--- config.mk ---
export PLATFORM = sky130hd
export DESIGN_NAME = muldiv_unit
export DESIGN_NICKNAME = d
export VERILOG_FILES = /design/src/rtl/muldiv_unit.sv
export SDC_FILE = /design/constraint.sdc
export NUM_CORES = 1
export LEC_CHECK = 0
export BUFFER_PORTS_ARGS = -buffer_cell sky130_fd_sc_hd__buf_2
export CORE_UTILIZATION = 40
export CTS_CLUSTER_SIZE = 10
export DETAILED_ROUTE_END_ITERATION = 10
export PLACE_DENSITY = 0.54
export SETUP_SLACK_MARGIN = 0.05
export SLEW_MARGIN = 0
export SYNTH_ARGS = -nofsm -noshare
export SYNTH_HDL_FRONTEND = slang
export SYNTH_SLANG_ARGS = --single-unit
--- constraint.sdc ---
create_clock -name clk -period 15.09 [get_ports clk]
set_input_delay 3.018 -clock clk [delete_from_list [all_inputs] [get_ports clk]]
set_output_delay 3.018 -clock clk [all_outputs]
set_load 0.02 [all_outputs]
--- src/rtl/muldiv_unit.sv ---
// muldiv_unit: iterative RV32M multiply/divide for the EX stage.
// Every op takes XLEN BUSY cycles plus one DONE cycle. Operands are reduced to
// magnitudes at launch and the signs are applied at the final edge.
module muldiv_unit #(
    parameter int XLEN = 32
) (
    input  logic            clk,
    input  logic            rst_n,
    input  logic            start,
    input  logic [2:0]      op,
    input  logic [XLEN-1:0] opA,
    input  logic [XLEN-1:0] opB,
    input  logic            flush,
    output logic            stall,
    output logic            busy,
    output logic            done,
    output logic [XLEN-1:0] result
);

    localparam int CW = $clog2(XLEN);
    localparam logic [CW-1:0] LAST_CNT = CW'(XLEN - 1);

    localparam logic [1:0] S_IDLE = 2'd0;
    localparam logic [1:0] S_BUSY = 2'd1;
    localparam logic [1:0] S_DONE = 2'd2;

    localparam logic [XLEN-1:0] INT_MIN = {1'b1, {(XLEN-1){1'b0}}};

    // Control state (reset applies here)
    logic [1:0]            r_state;
    logic [CW-1:0]         r_cnt;
    logic [XLEN-1:0]       r_result;

    // Datapath state, loaded at launch
    logic [2:0]            r_op;
    logic                  r_neg_a;
    logic                  r_neg_b;
    logic                  r_div0;
    logic                  r_ovf;
    logic [XLEN-1:0]       r_opa;
    logic [2*XLEN-1:0]     r_acc;
    logic [2*XLEN-1:0]     r_mcand;
    logic [XLEN-1:0]       r_mplier;
    logic [XLEN-1:0]       r_rem;
    logic [XLEN-1:0]       r_quo;
    logic [XLEN-1:0]       r_dvsr;

    // Launch decode
    logic                  w_launch;
    logic                  w_a_signed;
    logic                  w_b_signed;
    logic                  w_a_neg;
    logic                  w_b_neg;
    logic [XLEN-1:0]       w_a_mag;
    logic [XLEN-1:0]       w_b_mag;
    logic                  w_div0;
    logic                  w_ovf;

    // One iteration of each algorithm
    logic [2*XLEN-1:0]     w_acc_nxt;
    logic [XLEN:0]         w_rem_sh;
    logic [XLEN-1:0]       w_diff;
    logic                  w_sub_ok;
    logic [XLEN-1:0]       w_rem_nxt;
    logic [XLEN-1:0]       w_quo_nxt;

    // Sign-corrected results and final selection
    logic [2*XLEN-1:0]     w_prod;
    logic [XLEN-1:0]       w_quo_s;
    logic [XLEN-1:0]       w_rem_s;
    logic [XLEN-1:0]       w_final;

    assign w_launch   = (r_state == S_IDLE) && start && !flush;

    // rs1 is signed for MULH, MULHSU, DIV, REM; rs2 for MULH, DIV, REM
    assign w_a_signed = (op == 3'd1) || (op == 3'd2) || (op == 3'd4) || (op == 3'd6);
    assign w_b_signed = (op == 3'd1) || (op == 3'd4) || (op == 3'd6);
    assign w_a_neg    = w_a_signed && opA[XLEN-1];
    assign w_b_neg    = w_b_signed && opB[XLEN-1];
    // INT_MIN negates to itself, which is its correct unsigned magnitude
    assign w_a_mag    = w_a_neg ? -opA : opA;
    assign w_b_mag    = w_b_neg ? -opB : opB;

    assign w_div0     = op[2] && (opB == '0);
    // Only DIV (4) and REM (6) can overflow; both have op[0] clear
    assign w_ovf      = op[2] && !op[0] && (opA == INT_MIN) && (opB == '1);

    // Shift-add multiply step: add the shifted multiplicand when the multiplier LSB is set
    assign w_acc_nxt  = r_mplier[0] ? (r_acc + r_mcand) : r_acc;

    // Restoring divide step: the partial remainder is always below the divisor,
    // so the XLEN-bit difference is exact whenever the subtraction is kept
    assign w_rem_sh   = {r_rem, r_quo[XLEN-1]};
    assign w_sub_ok   = (w_rem_sh >= {1'b0, r_dvsr});
    assign w_diff     = w_rem_sh[XLEN-1:0] - r_dvsr;
    assign w_rem_nxt  = w_sub_ok ? w_diff : w_rem_sh[XLEN-1:0];
    assign w_quo_nxt  = {r_quo[XLEN-2:0], w_sub_ok};

    // Unsigned ops never set the neg flags, so these are pass-throughs for them
    assign w_prod     = (r_neg_a ^ r_neg_b) ? -w_acc_nxt : w_acc_nxt;
    assign w_quo_s    = (r_neg_a ^ r_neg_b) ? -w_quo_nxt : w_quo_nxt;
    assign w_rem_s    = r_neg_a ? -w_rem_nxt : w_rem_nxt;

    // Select the result written at the BUSY->DONE edge, with special-case overrides
    always_comb begin
        w_final = '0;
        case (r_op)
            3'd0:             w_final = w_prod[XLEN-1:0];
            3'd1, 3'd2, 3'd3: w_final = w_prod[2*XLEN-1:XLEN];
            3'd4, 3'd5: begin
                if (r_div0)     w_final = '1;
                else if (r_ovf) w_final = INT_MIN;
                else            w_final = w_quo_s;
            end
            default: begin
                if (r_div0)     w_final = r_opa;
                else if (r_ovf) w_final = '0;
                else            w_final = w_rem_s;
            end
        endcase
    end

    // FSM, iteration counter and result register
    always_ff @(posedge clk or negedge rst_n) begin
        if (!rst_n) begin
            r_state  <= S_IDLE;
            r_cnt    <= '0;
            r_result <= '0;
        end else begin
            case (r_state)
                S_IDLE: begin
                    if (w_launch) begin
                        r_state <= S_BUSY;
                        r_cnt   <= '0;
                    end
                end
                S_BUSY: begin
                    if (flush) begin
                        r_state <= S_IDLE;
                    end else if (r_cnt == LAST_CNT) begin
                        r_state  <= S_DONE;
                        r_result <= w_final;
                    end else begin
                        r_cnt <= r_cnt + 1'b1;
                    end
                end
                // start still belongs to the completing op here, so never relaunch
                S_DONE:  r_state <= S_IDLE;
                default: r_state <= S_IDLE;
            endcase
        end
    end

    // Operand latch at launch, then one multiply and one divide iteration per BUSY cycle
    always_ff @(posedge clk) begin
        if (w_launch) begin
            r_op     <= op;
            r_neg_a  <= w_a_neg;
            r_neg_b  <= w_b_neg;
            r_div0   <= w_div0;
            r_ovf    <= w_ovf;
            r_opa    <= opA;
            r_acc    <= '0;
            r_mcand  <= {{XLEN{1'b0}}, w_a_mag};
            r_mplier <= w_b_mag;
            r_rem    <= '0;
            r_quo    <= w_a_mag;
            r_dvsr   <= w_b_mag;
        end else if (r_state == S_BUSY) begin
            r_acc    <= w_acc_nxt;
            r_mcand  <= r_mcand << 1;
            r_mplier <= r_mplier >> 1;
            r_rem    <= w_rem_nxt;
            r_quo    <= w_quo_nxt;
        end
    end

    assign busy   = (r_state == S_BUSY);
    assign done   = (r_state == S_DONE);
    assign stall  = w_launch || (r_state == S_BUSY);
    assign result = r_result;

endmodule

# Yosys cells after proc, flatten, opt, wreduce, memory -nomap -nowiden
# Cells that the tools add are included.
[word_totals]
ff_bits = 334
inputBits = 71
output_inout_bits = 35
[classes]
n_addsub = 8
order_cmp = 1
eq_ne = 18
mux = 26
bitwise_logic = 2
n_reduce_logical = 26
[op_table]
columns = ["operator", "n"]
rows = [
  ["$mux 32", 15],
  ["$mux 64", 2],
  ["$neg 32->32", 4],
  ["$pmux 32 s3", 1],
  ["$add 64x64->64", 1],
  ["$eq 32x32->1 const B", 2],
  ["$neg 64->64", 1],
  ["$ge 33x32->1", 1],
  ["$logic_not 32->1", 1],
  ["$sub 32x32->32", 1],
  ["$mux 5", 3],
  ["$eq 3x3->1 const B", 4],
  ["$pmux 5 s2", 1],
  ["$eq 3x2->1 const B", 3],
  ["$logic_and 1x1->1", 8],
  ["$eq 3x1->1 const B", 2],
  ["$logic_or 1x1->1", 6],
  ["$mux 2", 3],
  ["$ne 2x2->1 const B", 3],
  ["$add 5x1->5 const B", 1],
  ["$eq 5x5->1 const B", 1],
  ["$pmux 2 s2", 1],
  ["$reduce_and 4->1", 1],
  ["$reduce_bool 2->1", 2],
  ["12 further kinds", 13],
]

# Depth between registers and ports, before layout
# Gate-level depths: netlist (run 1).
[logic_depth]
ltp_word = 7
ltp_mapped = 25

# Least setup slack after synthesis (run 1)
# Ideal clock, no wire load.
[synth_timing]
path_kind = "input to output"
startpoint = "in flush"
endpoint = "out stall"
arrival_time_ns = 5.455
required_time_ns = 12.072
slack_ns = 6.617
cell_stages = 4
path_buffers = 0
path_cell_list = "nand3b_1 -> inv_2 -> nor2_1 -> inv_1"
[synth_via]
elab_chain_cells = 3
[synth_rtl]
columns = ["element", "line_no", "rtl"]
rows = [
  ["from (decl)", "13", "input logic flush,"],
  ["$logic_not 1->1", "73", "assign w_launch = (r_state == S_IDLE) && start && !flush;"],
  ["$logic_and 1x1->1", "73", ""],
  ["$logic_or 1x1->1", "180", "assign stall = w_launch || (r_state == S_BUSY);"],
  ["to (decl)", "14", "output logic stall,"],
]
# Every way passes these cells.

# Worst setup path after layout (run 1)
# Same ends and word-level chain as after synthesis.

==> results of run 1 <==
## layer usage
metal | track usage (%) | up-vias | routed length (um)
li1 | - | 12215 | -
met1 | 42.4 | 12763 | 45700
met2 | 44.6 | 1164 | 43500
met3 | 4.68 | 167 | 8530
met4 | 9.78 | 2 | 3390
met5 | 0 | - | 8
## final timing paths
check                      slack, ns                      from                       end  depth (start not counted)
max                             6.33                     flush                     stall                          8
min in group asynchronous       2.51                     rst_n    r_state[0]$_DFFE_PN0P_                          2
max reg2reg                     8.68     r_mcand[20]$_DFFE_PP_    result[29]$_DFFE_PN0P_                         13
min                             0.48  r_mcand[41]$_SDFFE_PP0P_  r_mcand[41]$_SDFFE_PP0P_                          2
max in group asynchronous      12.12                     rst_n     result[2]$_DFFE_PN0P_                          2
min reg2reg                     0.48  r_mcand[41]$_SDFFE_PP0P_  r_mcand[41]$_SDFFE_PP0P_                          2
## cell usage after synthesis, drive strengths merged, types with 81 or more instances
cell	count	area, um2
inv	84	315
xnor2	105	920
nand2	433	1630
o21ai	330	1650
clkbuf	146	548
dfxtp	128	2560
o21a	81	608
xor2	86	753
nor2	203	762
edfxtp	167	5010
ha	103	1290
a21oi	195	991
nand3	133	666
## power groups by stage
stage,Clock (W),Combinational [W],Sequential [W]
finish,0.00101,0.00270,0.00130
global route,0.00107,0.00293,0.00132
CTS,0.00103,0.00265,0.00130
detailed placement,0,0.00264,0.00132
global placement,0,0.00261,0.00131
floorplan,0,0.00191,0.00126
## final cells by class
type	instances	area (um2)
sequential	334	8550
multi-input combinational	2637	16600
clock buffer	67	1230
tap	855	1070
inverter	85	329
clock inverter	12	116
fill	6541	36000
timing repair buffer	136	771
## kinds of logic after synthesis
group	after synthesis
AND/OR/NAND/NOR	1186
multiplexers	70
buffers and inverters	290
AO/OA/AOI/OAI	1085
XOR/XNOR	191
flip-flops	334
adder cells (fa/ha/maj)	105
## state kept, by name, indices dropped and copies added, names as in the netlist, 5 cells and up
signal	cells
r_opa	32
r_cnt	5
result	32
r_rem	32
r_mcand	64
r_dvsr	32
r_quo	32
r_mplier	32
r_acc	64
## stage by stage
step	cells	hold slack (ns)	setup WS, ns	area [um2]
after detailed placement	4047	0.475	6.42	27400
after global placement	4047	0.465	6.49	27400
after global routing	4126	0.510	6.20	28700
after CTS	4126	0.487	6.43	28700
final	4126	0.485	6.33	28700
after floorplan	3261	0.444	6.62	26300
## critical path: stages
cell	delay, ns
sky130_fd_sc_hd__buf_2	0.11
sky130_fd_sc_hd__nand3b_1	0.20
sky130_fd_sc_hd__buf_12	0.26
sky130_fd_sc_hd__inv_8	0.67
sky130_fd_sc_hd__nor2_2	0.09
sky130_fd_sc_hd__buf_4	0.27
sky130_fd_sc_hd__inv_4	0.50
sky130_fd_sc_hd__buf_2	0.28
==> run_results.csv, run 1 <==
group,metric,value,unit
logic_synthesis,main_combinational_cell_family_by_area_after_synthesis,"compound AO/OA/AOI/OAI gates",
layout,layout_commonest_cell,"sky130_fd_sc_hd__nand2_1",
detailed_routing,totalWireLength,101000,um
logic_synthesis,synth.ff_latch_count,334,
logic_synthesis,synth_compound_area_share,27.2,%
power_and_ir_drop,max-vdd-ir-drop,0.0949,mV
sta,grt_setup_unrepaired,"no",
power_and_ir_drop,internal_power,0.00263,W
place,dp_hpwl,76300,um
critical_path,endpoint_kind,"primary output",
cts,hold_bufs_inserted_after_cts,0,
sta,hold_viol,0,
place,place.gp.congestion,1.03,
global_route,grt_start_max_net_pins,134,
sta,post_route_clock_period_utilization,58.0,%
critical_path,timing.critical_path.required,12.07,ns
logic_synthesis,yosys.area_share.simple,21.9,%
detailed_routing,drt_first_pass_iters,5,
layout,synthToLayoutAreaGrowth,9.14,%
global_route,first_global_vias,23998,
floorplan,die-area,0.0668,mm2
sta,maxSlewHeadroom,22.1,%
power_and_ir_drop,power-per-cell-area,175,mW/mm2
critical_path,timing.setup.critical_path_class,"input port to primary output",
detailed_routing,vias_cell,6.38,
global_route,grt_first_pass_wirelength,152000,um
logic_synthesis,synth-adder-area-share,5.05,%
detailed_routing,detail_route.drc_violations,0,
detailed_routing,post_drt_wl_per_cell,24.5,um
sta,finalSetupTns,0,ns
logic_synthesis,yosys_warnings,0,
detailed_routing,drtIter0Drc,2997,
logic_synthesis,yosysSeqAreaShare,32.5,%
critical_path,timing.critical_path.from_type,"input port",
logic_synthesis,synth.mux.area_fraction,2.72,%
cts,cts-root-buf,"sky130_fd_sc_hd__clkbuf_16",
power_and_ir_drop,clockPowerShare,20.2,%
floorplan,initial_core_util,40.7,%
logic_synthesis,syn-mean-instance-area,8.07,um2
cts,tritoncts_num_sinks,334,
cts,post-cts-setup-buffers,0,
logic_synthesis,yosys.cell_types.count,105,
logic_synthesis,proportion_of_register_bits_with_asynchronous_set_or_reset_after_synthesis,11.7,%
power_and_ir_drop,power.sequential.fraction,26.0,%
sta,worstMarginPinSlew,1.16,ns
cts,h-tree-depth,2,
logic_synthesis,synth.net_count,3437,
sta,fin_crit,8.76,ns
power_and_ir_drop,comb_power_share,53.8,%
cts,clock_transition_at_the_registers_of_the_reported_paths,0.05,ns
logic_synthesis,postSynthCellCount,3261,
worst_hold_path,worstHoldPathType,"flip-flop to flip-flop",
place,io_buffers,105,
cts,ctsLongestPathBuffers,3,
critical_path,path_max_fanout,133,
layout,finalNetCount,3413,
cts,tritoncts_clock_tree,"done",
sta,timing_max_transition_violations_final,0,
layout,number_of_antenna_repair_diodes,0,
power_and_ir_drop,power.share.switching,47.7,%
global_route,antenna_found_initial,2,
cts,insertion_delay,0.60,ns
sta,setup_viol,0,
power_and_ir_drop,power_leakage,11.0,nW
sta,fmax_achieved,114,MHz
logic_synthesis,post_synth_instance_area,0.0263,mm2
floorplan,die-height,258,um
floorplan,chipWidth,258,um
layout,finish.utilization,44.4,%
floorplan,placement_rows,93,
floorplan,core_area,0.0647,mm2
global_route,groute.usage.overall,29.5,%
sta,fin_worst_skew,0.0226,ns
layout,layout_common_cells,"sky130_fd_sc_hd__nand2_1 (431), sky130_fd_sc_hd__o21ai_0 (310), sky130_fd_sc_hd__nor2_1 (202)",
detailed_routing,via_count,26311,
layout,drive_above_1_share,8.10,%
flow_run,max_cap_viol_count,0,
floorplan,top_level_ports,106,
logic_synthesis,synth_xor_area_share,6.36,%
outcome,run_status,"completed",
critical_path,cp.arrival,5.74,ns
cts,tritoncts.num_buffers,43,
logic_synthesis,synth_enable_flop_cells,167,
power_and_ir_drop,report.power.total,0.00502,W
global_route,grt.overflow.total,0,
cts,postCtsResizedCells,0,
power_and_ir_drop,p_sw,0.00239,W
logic_synthesis,top_flip_flop_cell_by_instance_count_after_synthesis,"sky130_fd_sc_hd__edfxtp_1",
detailed_routing,postRouteAntennaNets,0,
No activity file was read; power rests on OpenSTA's default activity.
==> run 2: changes to the inputs <==
- clock period: 15.09 -> 8.75 ns (I/O delays scaled with it)
==> run_results.csv, run 2 (synthesis gave the netlist of run 1 again) <==
group,metric,value,unit
outcome,run_status,"completed",
power_and_ir_drop,comb_power_share,52.9,%
floorplan,chipWidth,258,um
place,dp_cells,4048,
place,place.gp.congestion,0.985,
place,dp_worst_setup_slack,2.82,ns
layout,layout_common_cells,"sky130_fd_sc_hd__nand2_1 (431), sky130_fd_sc_hd__o21ai_0 (310), sky130_fd_sc_hd__nor2_1 (201)",
global_route,antenna_found_initial,2,
cts,post-cts-setup-buffers,0,
cts,h-tree-depth,2,
global_route,first_global_vias,24341,
critical_path,rrSetupSlack,2.66,ns
sta,fmax_achieved,164,MHz
critical_path,timing.setup.critical_path_class,"flip-flop to flip-flop",
layout,final_cell_count_no_fill,4137,
detailed_routing,drt_first_pass_iters,9,
detailed_routing,totalWireLength,105000,um
global_route,groute.usage.overall,30.5,%
worst_hold_path,hold_path_depth,2,
detailed_routing,post_drt_wl_per_cell,25.3,um
power_and_ir_drop,power-per-cell-area,307,mW/mm2
layout,synthToLayoutAreaGrowth,9.88,%
cts,tritoncts.num_buffers,46,
cts,hold_bufs_inserted_after_cts,0,
sta,maxSlewHeadroom,23.3,%
sta,setup_viol,0,
cts,cts-root-buf,"sky130_fd_sc_hd__clkbuf_16",
critical_path,path_max_fanout,28,
sta,final_critical_path_setup_slack,2.66,ns
place,io_buffers,105,
critical_path,critical_path.top_delay_family,"simple AND/OR/NAND/NOR gates",
critical_path,endpoint_kind,"flip-flop",
cts,ctsLongestPathBuffers,3,
sta,grt_setup_unrepaired,"no",
sta,hold_viol,0,
power_and_ir_drop,power.share.switching,47.3,%
critical_path,cp.arrival,6.55,ns
worst_hold_path,worstHoldPathType,"flip-flop to flip-flop",
cts,clock_transition_at_the_registers_of_the_reported_paths,0.06,ns
flow_run,max_cap_viol_count,0,
power_and_ir_drop,p_sw,0.00420,W
critical_path,cp_cell_instances,"inv_1, ha_1, and3_1, nand4_1, o31a_1, o21ai_0, or3_2, inv_2, ha_1, nand2_1, nor3_1, and2_1, nor2_1, xnor2_1, o21ai_0, a21oi_1, o221ai_1, a221oi_1, a311oi_1",
critical_path,timing.critical_path.from_type,"flip-flop",
floorplan,die-area,0.0668,mm2
cts,tritoncts_clock_tree,"done",
power_and_ir_drop,internal_power,0.00468,W
detailed_routing,via_count,26406,
floorplan,initial_core_util,40.7,%
global_route,grt_first_pass_wirelength,156000,um
worst_hold_path,holdPathEnd,"r_mcand[63]$_SDFFE_PP0P_",
sta,finalSetupTns,0,ns
detailed_routing,drtIter0Drc,2599,
cts,tritoncts_num_sinks,334,
critical_path,critical_path.n_buffers_inverters,2,
sta,fin_worst_skew,0.0258,ns
power_and_ir_drop,report.power.total,0.00888,W
critical_path,r2r.worst_path.cells,19,
global_route,grt_start_max_net_pins,115,
detailed_routing,vias_cell,6.38,
sta,timing_max_transition_violations_final,0,
floorplan,core_area,0.0647,mm2
critical_path,source_of_the_worst_register_to_register_timing_path,"r_dvsr[20]$_DFFE_PP_",
cts,insertion_delay,0.61,ns
critical_path,crit_slowest_cell,"sky130_fd_sc_hd__or3_2",
power_and_ir_drop,max-vdd-ir-drop,0.160,mV
sta,fin_crit,6.09,ns
power_and_ir_drop,clockPowerShare,21.9,%
layout,layout_commonest_cell,"sky130_fd_sc_hd__nand2_1",
floorplan,placement_rows,93,
sta,post_route_clock_period_utilization,69.6,%
power_and_ir_drop,power_leakage,11.1,nW
floorplan,top_level_ports,106,
sta,hold_ws,0.480,ns
detailed_routing,detail_route.drc_violations,0,
layout,drive_above_1_share,8.42,%
worst_hold_path,min_from,"r_mcand[63]$_SDFFE_PP0P_",
cts,postCtsResizedCells,0,
floorplan,die-height,258,um
critical_path,timing.critical_path.required,9.21,ns
global_route,grt.overflow.total,0,
layout,reg_top3,"r_acc x64, r_mcand x64",
critical_path,timing.critical_path.slowest_cell_delay,0.84,ns
power_and_ir_drop,power.sequential.fraction,25.3,%
detailed_routing,postRouteAntennaNets,0,
sta,worstMarginPinSlew,1.15,ns
layout,finalNetCount,3417,
place,dp_hpwl,80100,um
critical_path,crit_reg_reg_endpoint,"result[26]$_DFFE_PN0P_",
==> run 2: cell types whose count changed in the layout (fill, tap and decap cells not counted), sizes merged <==
| cell | previous run | this run |
|---|---|---|
| clkinv | 8 | 10 |
| buf | 136 | 137 |
| diode | 0 | 3 |
| clkinvlp | 0 | 3 |
| bufinv | 1 | 4 |
| inv | 88 | 87 |
==> run 2: how the worst max path moves through the flow <==
stage / start / to / slack [ns] / cells past startpoint
after global placement: r_rem[9]$_SDFFE_PP0P_ / result[26]$_DFFE_PN0P_ / 2.78 / 18
after CTS: r_rem[9]$_SDFFE_PP0P_ / result[26]$_DFFE_PN0P_ / 2.78 / 18
after detailed placement: r_rem[9]$_SDFFE_PP0P_ / result[26]$_DFFE_PN0P_ / 2.82 / 18
final: r_dvsr[20]$_DFFE_PP_ / result[26]$_DFFE_PN0P_ / 2.66 / 19
after global routing: r_dvsr[10]$_DFFE_PP_ / result[26]$_DFFE_PN0P_ / 2.34 / 19
after floorplan: flush / stall / 2.81 / 4
==> run 2: worst reg2reg max path, delay by kind of cell, from the launching register on <==
kind,cells,cell delay [ns]
simple gates,7,2.38
compound gates,7,1.41
fa+ha+maj,2,0.81
buf+inv,2,0.69
flops,1,0.49
xor+xnor,1,0.16
==> run 2: cell type report <==
type,count,area (um2)
sequential,334,8550
inverter,85,329
fill,6565,35800
clock inverter,19,241
clock buffer,67,1290
multi-input combinational,2637,16600
antenna,3,7.51
timing repair buffer,137,766
tap,855,1070
==> run 2: through the flow <==
step | util, % | cell area, um2
after floorplan | - | 26300
final | 44.7 | 28900
after global routing | 44.7 | 28900
after detailed placement | 42.3 | 27400
after CTS | 44.7 | 28900
after global placement | 42.3 | 27400
==> run 2: power by group through the flow <==
stage	Clock (W)	Combinational, W	Sequential [W]
after floorplan	0	0.00330	0.00217
after global placement	0	0.00455	0.00226
after detailed placement	0	0.00458	0.00227
after CTS	0.00197	0.00461	0.00224
after global routing	0.00202	0.00510	0.00228
final	0.00194	0.00469	0.00224
==> run 2: routing by layer <==
| layer | up-vias | global-route usage [%] | part of all wire [%] |
|---|---|---|---|
| li1 | 12231 | - | - |
| met1 | 12759 | 43.6 | 45 |
| met2 | 1243 | 46.6 | 43 |
| met3 | 173 | 5.17 | 8.7 |
| met4 | 0 | 10.1 | 3.3 |
| met5 | - | 0 | 0 |
